--- src/rtl/switch_allocator_rr.sv ---
// switch_allocator_rr
// Switch allocator between the input buffers and the crossbar. Each
// (outport, VC) entry is arbitrated independently. A won entry is held as a
// registered crossbar select/enable until the owning buffer drops buf_valid.
// Build option: define SWITCH_ALLOCATOR_RR_EN for round-robin arbitration
// with a pointer per entry. Leave it undefined for fixed priority, where the
// lowest buffer index wins.

module switch_allocator_rr #(
  parameter int NUM_BUFFERS  = 4,
  parameter int NUM_OUTPORTS = 4,
  parameter int NUM_VCS      = 2,
  localparam int SEL_W = $clog2(NUM_BUFFERS) + ((NUM_BUFFERS == 1) ? 1 : 0),
  localparam int OUT_W = $clog2(NUM_OUTPORTS) + ((NUM_OUTPORTS == 1) ? 1 : 0),
  localparam int VC_W  = $clog2(NUM_VCS) + ((NUM_VCS == 1) ? 1 : 0)
) (
  input  logic                                            clk,
  input  logic                                            n_rst,
  input  logic [NUM_BUFFERS-1:0]                          req_valid,
  input  logic [NUM_BUFFERS-1:0][OUT_W-1:0]               req_outport,
  input  logic [NUM_BUFFERS-1:0][VC_W-1:0]                req_vc,
  input  logic [NUM_BUFFERS-1:0]                          buf_valid,
  output logic [NUM_BUFFERS-1:0]                          grant,
  output logic [NUM_OUTPORTS-1:0][NUM_VCS-1:0][SEL_W-1:0] select,
  output logic [NUM_OUTPORTS-1:0][NUM_VCS-1:0]            enable
);

  logic [NUM_BUFFERS-1:0]                              owns;
  logic [NUM_BUFFERS-1:0]                              eligible;
  logic [NUM_OUTPORTS-1:0][NUM_VCS-1:0][NUM_BUFFERS-1:0] cand;
  logic [NUM_OUTPORTS-1:0][NUM_VCS-1:0][NUM_BUFFERS-1:0] pick;
  logic [NUM_OUTPORTS-1:0][NUM_VCS-1:0]                win_valid;
  logic [NUM_OUTPORTS-1:0][NUM_VCS-1:0][SEL_W-1:0]     win_sel;
  logic [NUM_OUTPORTS-1:0][NUM_VCS-1:0]                next_enable;
  logic [NUM_OUTPORTS-1:0][NUM_VCS-1:0][SEL_W-1:0]     next_select;

  // Flag every buffer that currently owns an enabled entry
  always_comb begin
    owns = '0;
    for (int b = 0; b < NUM_BUFFERS; b++) begin
      for (int o = 0; o < NUM_OUTPORTS; o++) begin
        for (int v = 0; v < NUM_VCS; v++) begin
          if (enable[o][v] && (select[o][v] == SEL_W'(b))) begin
            owns[b] = 1'b1;
          end
        end
      end
    end
  end

  // A request is eligible only if it is in range, its buffer is active and the buffer owns nothing yet
  always_comb begin
    eligible = '0;
    for (int b = 0; b < NUM_BUFFERS; b++) begin
      eligible[b] = req_valid[b] && buf_valid[b] && !owns[b] &&
                    (int'(req_outport[b]) < NUM_OUTPORTS) &&
                    (int'(req_vc[b]) < NUM_VCS);
    end
  end

  // Candidate vector per free entry: the eligible buffers that target it
  always_comb begin
    cand = '0;
    for (int o = 0; o < NUM_OUTPORTS; o++) begin
      for (int v = 0; v < NUM_VCS; v++) begin
        for (int b = 0; b < NUM_BUFFERS; b++) begin
          cand[o][v][b] = !enable[o][v] && eligible[b] &&
                          (int'(req_outport[b]) == o) && (int'(req_vc[b]) == v);
        end
      end
    end
  end

`ifdef SWITCH_ALLOCATOR_RR_EN
  logic [NUM_OUTPORTS-1:0][NUM_VCS-1:0][SEL_W-1:0]       rr_ptr;
  logic [NUM_OUTPORTS-1:0][NUM_VCS-1:0][NUM_BUFFERS-1:0] upper;

  // Candidates at or above the pointer take precedence, which gives the wrap-around search order
  always_comb begin
    upper = '0;
    pick  = '0;
    for (int o = 0; o < NUM_OUTPORTS; o++) begin
      for (int v = 0; v < NUM_VCS; v++) begin
        for (int b = 0; b < NUM_BUFFERS; b++) begin
          upper[o][v][b] = cand[o][v][b] && (int'(rr_ptr[o][v]) <= b);
        end
        pick[o][v] = (|upper[o][v]) ? upper[o][v] : cand[o][v];
      end
    end
  end

  // Pointer moves one past the winner and holds while the entry is not granted
  always_ff @(posedge clk or negedge n_rst) begin
    if (!n_rst) begin
      rr_ptr <= '0;
    end else begin
      for (int o = 0; o < NUM_OUTPORTS; o++) begin
        for (int v = 0; v < NUM_VCS; v++) begin
          if (win_valid[o][v]) begin
            rr_ptr[o][v] <= SEL_W'((int'(win_sel[o][v]) + 1) % NUM_BUFFERS);
          end
        end
      end
    end
  end
`else
  // Fixed priority: every candidate competes and the lowest index wins below
  always_comb begin
    pick = cand;
  end
`endif

  // Lowest set bit of the pick vector is the winner of each entry
  always_comb begin
    win_valid = '0;
    win_sel   = '0;
    for (int o = 0; o < NUM_OUTPORTS; o++) begin
      for (int v = 0; v < NUM_VCS; v++) begin
        for (int b = NUM_BUFFERS - 1; b >= 0; b--) begin
          if (pick[o][v][b]) begin
            win_valid[o][v] = 1'b1;
            win_sel[o][v]   = SEL_W'(b);
          end
        end
      end
    end
  end

  // Grant pulses to winners. It is held low while reset is asserted.
  always_comb begin
    grant = '0;
    for (int o = 0; o < NUM_OUTPORTS; o++) begin
      for (int v = 0; v < NUM_VCS; v++) begin
        for (int b = 0; b < NUM_BUFFERS; b++) begin
          if (win_valid[o][v] && (win_sel[o][v] == SEL_W'(b))) begin
            grant[b] = 1'b1;
          end
        end
      end
    end
    grant = grant & {NUM_BUFFERS{n_rst}};
  end

  // Busy entries release when their owner drops buf_valid. Free entries take the new winner.
  always_comb begin
    next_enable = enable;
    next_select = select;
    for (int o = 0; o < NUM_OUTPORTS; o++) begin
      for (int v = 0; v < NUM_VCS; v++) begin
        if (enable[o][v]) begin
          for (int b = 0; b < NUM_BUFFERS; b++) begin
            if ((select[o][v] == SEL_W'(b)) && !buf_valid[b]) begin
              next_enable[o][v] = 1'b0;
            end
          end
        end else if (win_valid[o][v]) begin
          next_enable[o][v] = 1'b1;
          next_select[o][v] = win_sel[o][v];
        end
      end
    end
  end

  // Registered crossbar configuration
  always_ff @(posedge clk or negedge n_rst) begin
    if (!n_rst) begin
      enable <= '0;
      select <= '0;
    end else begin
      enable <= next_enable;
      select <= next_select;
    end
  end

endmodule

--- config.mk ---
export PLATFORM = sky130hd
export DESIGN_NAME = switch_allocator_rr
export DESIGN_NICKNAME = d
export VERILOG_FILES = /design/src/rtl/switch_allocator_rr.sv
export SDC_FILE = /design/constraint.sdc
export NUM_CORES = 1
export LEC_CHECK = 0
export CAP_MARGIN = 20
export CORE_MARGIN = 1
export CORE_UTILIZATION = 40
export CTS_CLUSTER_SIZE = 14
export DETAILED_ROUTE_END_ITERATION = 7
export GPL_ROUTABILITY_DRIVEN = 1
export MAX_ROUTING_LAYER = met4
export PLACE_DENSITY = 0.66
export RECOVER_POWER = 100
export SETUP_SLACK_MARGIN = 0.02
export SLEW_MARGIN = 20
export SYNTH_ARGS = -nofsm -noshare
export SYNTH_HDL_FRONTEND = slang
export SYNTH_SLANG_ARGS = --single-unit
--- constraint.sdc ---
create_clock -name clk -period 3.95 [get_ports clk]
set_clock_uncertainty 0.15 [all_clocks]
set_input_delay 0.79 -clock clk [delete_from_list [all_inputs] [get_ports clk]]
set_output_delay 0.79 -clock clk [all_outputs]
set_load 0.005 [all_outputs]
==> results.py <==
metrics = {
    "run_status": {
        "status": "complete, but fails checks",
        "violations": "setup timing",
    },
    "logic_synthesis": {
        "synthCells": 262,
        "synth_area_um2": 2240,
        "ys_ff_latch": 24,
        "async_reset_ff_share_pct": 100,
        "synth_nets": 284,
        "synth_enable_flop_cells": 0,
        "synth_cell_types": 53,
        "ys_seq_area_share_pct": 26.8,
        "synth_ff_type": "dfrtp_1",
        "syn_avg_cell_area_um2": 8.54,
        "yosys_warnings": 0,
    },
    "place": {
        "place_hpwl_um": 7530,
        "numPortBuffers": 49,
        "routabilityCongestion": 1.05,
        "dp_cells": 468,
    },
    "clocking": {
        "cts_htree_levels": 1,
        "cts_hold_buf": 0,
        "path_clk_slew_ps": 90,
        "cts_sinks": 24,
        "cts_tree": "yes",
        "cts_buffers": 3,
        "clk_latency_ps": 270,
        "clockRootBuffer": "clkbuf_8",
        "clock_path_buffers": 2,
    },
    "die": {
        "row_count": 26,
        "die_h_um": 76.8,
        "initial_core_util_pct": 42.7,
        "die_w_um": 76.8,
        "ioPinCount": 50,
        "coreArea_um2": 5240,
        "die_area_um2": 5900,
    },
    "worst_setup_path": {
        "reg2regPathDepth": 10,
        "r2r_start": "enable[0]$_DFF_PN0_",
        "crit_required_ps": 3010,
        "worst-path-max-fanout": 3,
        "worst_setup_path_start_kind": "register",
        "critical_path_class": "register to output port",
        "reg2reg_to": "select[9]$_DFFE_PN0P_",
        "rrSetupSlack_ps": 1200,
        "worstSetupStartpoint": "enable[0]$_DFF_PN0_",
        "critPathArrivalTime_ps": 3080,
        "setup.worst_path.end_class": "output port",
    },
    "detailed_routing": {
        "ant_nets": 0,
        "first_pass_iters": 5,
        "vias": 2928,
        "drc": 0,
        "drt_iter0_markers": 273,
        "vias_per_cell": 6.06,
        "routed_wl_um": 9670,
        "routedWlPerCell_um": 20.0,
    },
    "pwr": {
        "totalPowerFinal_w": 0.00202,
        "peakVddDrop_v": 0.000473,
        "power.density_nw_per_um2": 540,
        "p_leak_nw": 1.54,
    },
    "finish": {
        "drive_gt1_share_pct": 35.1,
        "final_cell_count_no_fill": 483,
        "fin_nets": 437,
        "antenna_cells": 0,
        "final_util_pct": 71.5,
        "area_growth_pct": 67.5,
    },
    "timing": {
        "rsz0062_at_grt": "true",
        "finalCriticalPeriod_ps": 4020,
        "finalCritPeriodShare_pct": 102,
        "slew-limit-headroom_pct": 37.7,
        "setup_violations": 2,
        "worst_pin_slew_ps": 934,
        "slew_viol_final": 0,
        "clock.fmax_ghz": 0.249,
        "final-hold-violation-count": 0,
        "layout_setup_ws_ps": -65.8,
    },
    "flow_run": {
        "timing.max_cap.violations": 0,
    },
    "global_route": {
        "grt_max_degree": 16,
        "grtUsageTotal_pct": 35.1,
        "first_global_vias": 2882,
        "grt_first_pass_wirelength_um": 15300,
        "antenna_found_initial": 0,
        "overflow": 0,
    },
    "min_path": {
        "min_from": "select[3]$_DFFE_PN0P_",
        "hold_class": "register to register",
        "hold_path_depth": 2,
        "min_to": "select[3]$_DFFE_PN0P_",
    },
}
## worst max-delay path: stages (launching register included)
cell	delay, ps
dfrtp_1	390
nor3b_2	170
or4_4	570
or4_4	540
buf_6	160
nor3_4	150
buf_6	130
nor2_4	40
a2111oi_4	350
a41oi_2	150
buf_2	150
## per-stage QoR
step / setup slack (ps) / cell area, µm² / setup TNS (ps) / hold WS, ps
after global placement: -770 / 3510 / -1880 / 484
after detailed placement: -794 / 3510 / -1910 / 499
final: -65.8 / 3750 / -124 / 516
after CTS: -74.1 / 3690 / -137 / 522
after floorplan: 435 / 2240 / 0 / 344
after global routing: -139 / 3750 / -234 / 544
## worst max-delay path by stage
stage | to | cells after the start
5_1_grt | grant[3] | 10
4_1_cts | grant[2] | 9
3_3_place_gp | grant[2] | 9
6_report | grant[3] | 10
3_5_place_dp | grant[2] | 9
2_1_floorplan | grant[2] | 7
## registers in the layout, indices dropped and copies added (netlist names)
name    flops
enable      8
select     16
## metal layers
layer / routed length, µm / track usage [%] / part of all wire, %
met3: 710 / 3.33 / 7.3
met4: 183 / 8.85 / 1.9
met2: 4670 / 58.9 / 48
met1: 4100 / 45.3 / 42
met5: 0 / - / 0
## kinds of logic after synthesis
logic type      count (synthesis)  share of synthesized area (%)
flops                          24                           26.8
mux                            11                           10.7
buf+inv                        22                           4.08
compound gates                 50                           16.2
simple gates                  155                           42.2
## cells in the mapped netlist (2+ instances only)
| library cell | number | area share (%) |
|---|---|---|
| nand3_1 | 14 | 3.1 |
| nand2_1 | 29 | 4.9 |
| or4_4 | 2 | 1.0 |
| nand4b_1 | 2 | 0.78 |
| inv_1 | 8 | 1.3 |
| nor2b_1 | 3 | 0.84 |
| nand3b_1 | 10 | 3.4 |
| a41oi_1 | 2 | 0.78 |
| or3_1 | 4 | 1.1 |
| a211oi_1 | 3 | 1.0 |
| a2111oi_0 | 2 | 0.78 |
| or4_1 | 2 | 0.67 |
| clkbuf_1 | 11 | 1.8 |
| nor4b_1 | 6 | 2.3 |
| mux4_2 | 9 | 9.1 |
| o22a_1 | 2 | 0.78 |
| nor4bb_1 | 2 | 0.89 |
| and4_1 | 4 | 1.6 |
| nand4_1 | 9 | 2.5 |
| and3_1 | 4 | 1.1 |
| nand2b_1 | 5 | 1.4 |
| o21ai_0 | 11 | 2.5 |
| or2_2 | 3 | 0.84 |
| nor3_1 | 12 | 2.7 |
| nor4_1 | 6 | 1.7 |
| nor2_1 | 16 | 2.7 |
| a221oi_1 | 2 | 0.78 |
| a21oi_1 | 10 | 2.2 |
| a31oi_1 | 4 | 1.1 |
| o31a_1 | 7 | 2.7 |
| nor3b_1 | 11 | 3.7 |
| and2_1 | 3 | 0.84 |
| dfrtp_1 | 24 | 27 |
## power breakdown
| part | switching, W | internal [W] | leakage, nW | total, W |
|---|---|---|---|---|
| combinational | 0.000706 | 0.000724 | 1.22 | 0.00143 |
| sequential | 0.0000757 | 0.000366 | 0.296 | 0.000442 |
| clock | 0.0000843 | 0.0000685 | 0.0216 | 0.000153 |
## cells in the final DEF (no fill, tap or decap), types with 7 or more instances in the layout
master	instances
buf_4	94
inv_1	8
clkbuf_1	15
nand3b_1	10
dfrtp_1	24
nand2_1	28
nor2_1	15
nand3_1	14
mux4_2	9
nand4_1	9
clkdlybuf4s50_1	35
dlygate4sd3_1	7
o21ai_0	9
a21oi_1	10
nor3b_1	9
o31a_1	7
nor3_1	10
## area by class of cell
type                    instances  area [µm²]
multi-input cells             216        1700
fillers                       439        1490
repair buffers                162        1290
flip-flops and latches         24         601
well taps                      70        87.6
clock buffers                   3        41.3
inverters                       8        30.0
## what timing repair did
action                     CTS  global route
setup endpoints to repair    4             3
setup buffers                8             5
pin swaps                   13            12
gates cloned                 0             0
gates resized for setup     35            22
Power figures use the tool's default switching activity.
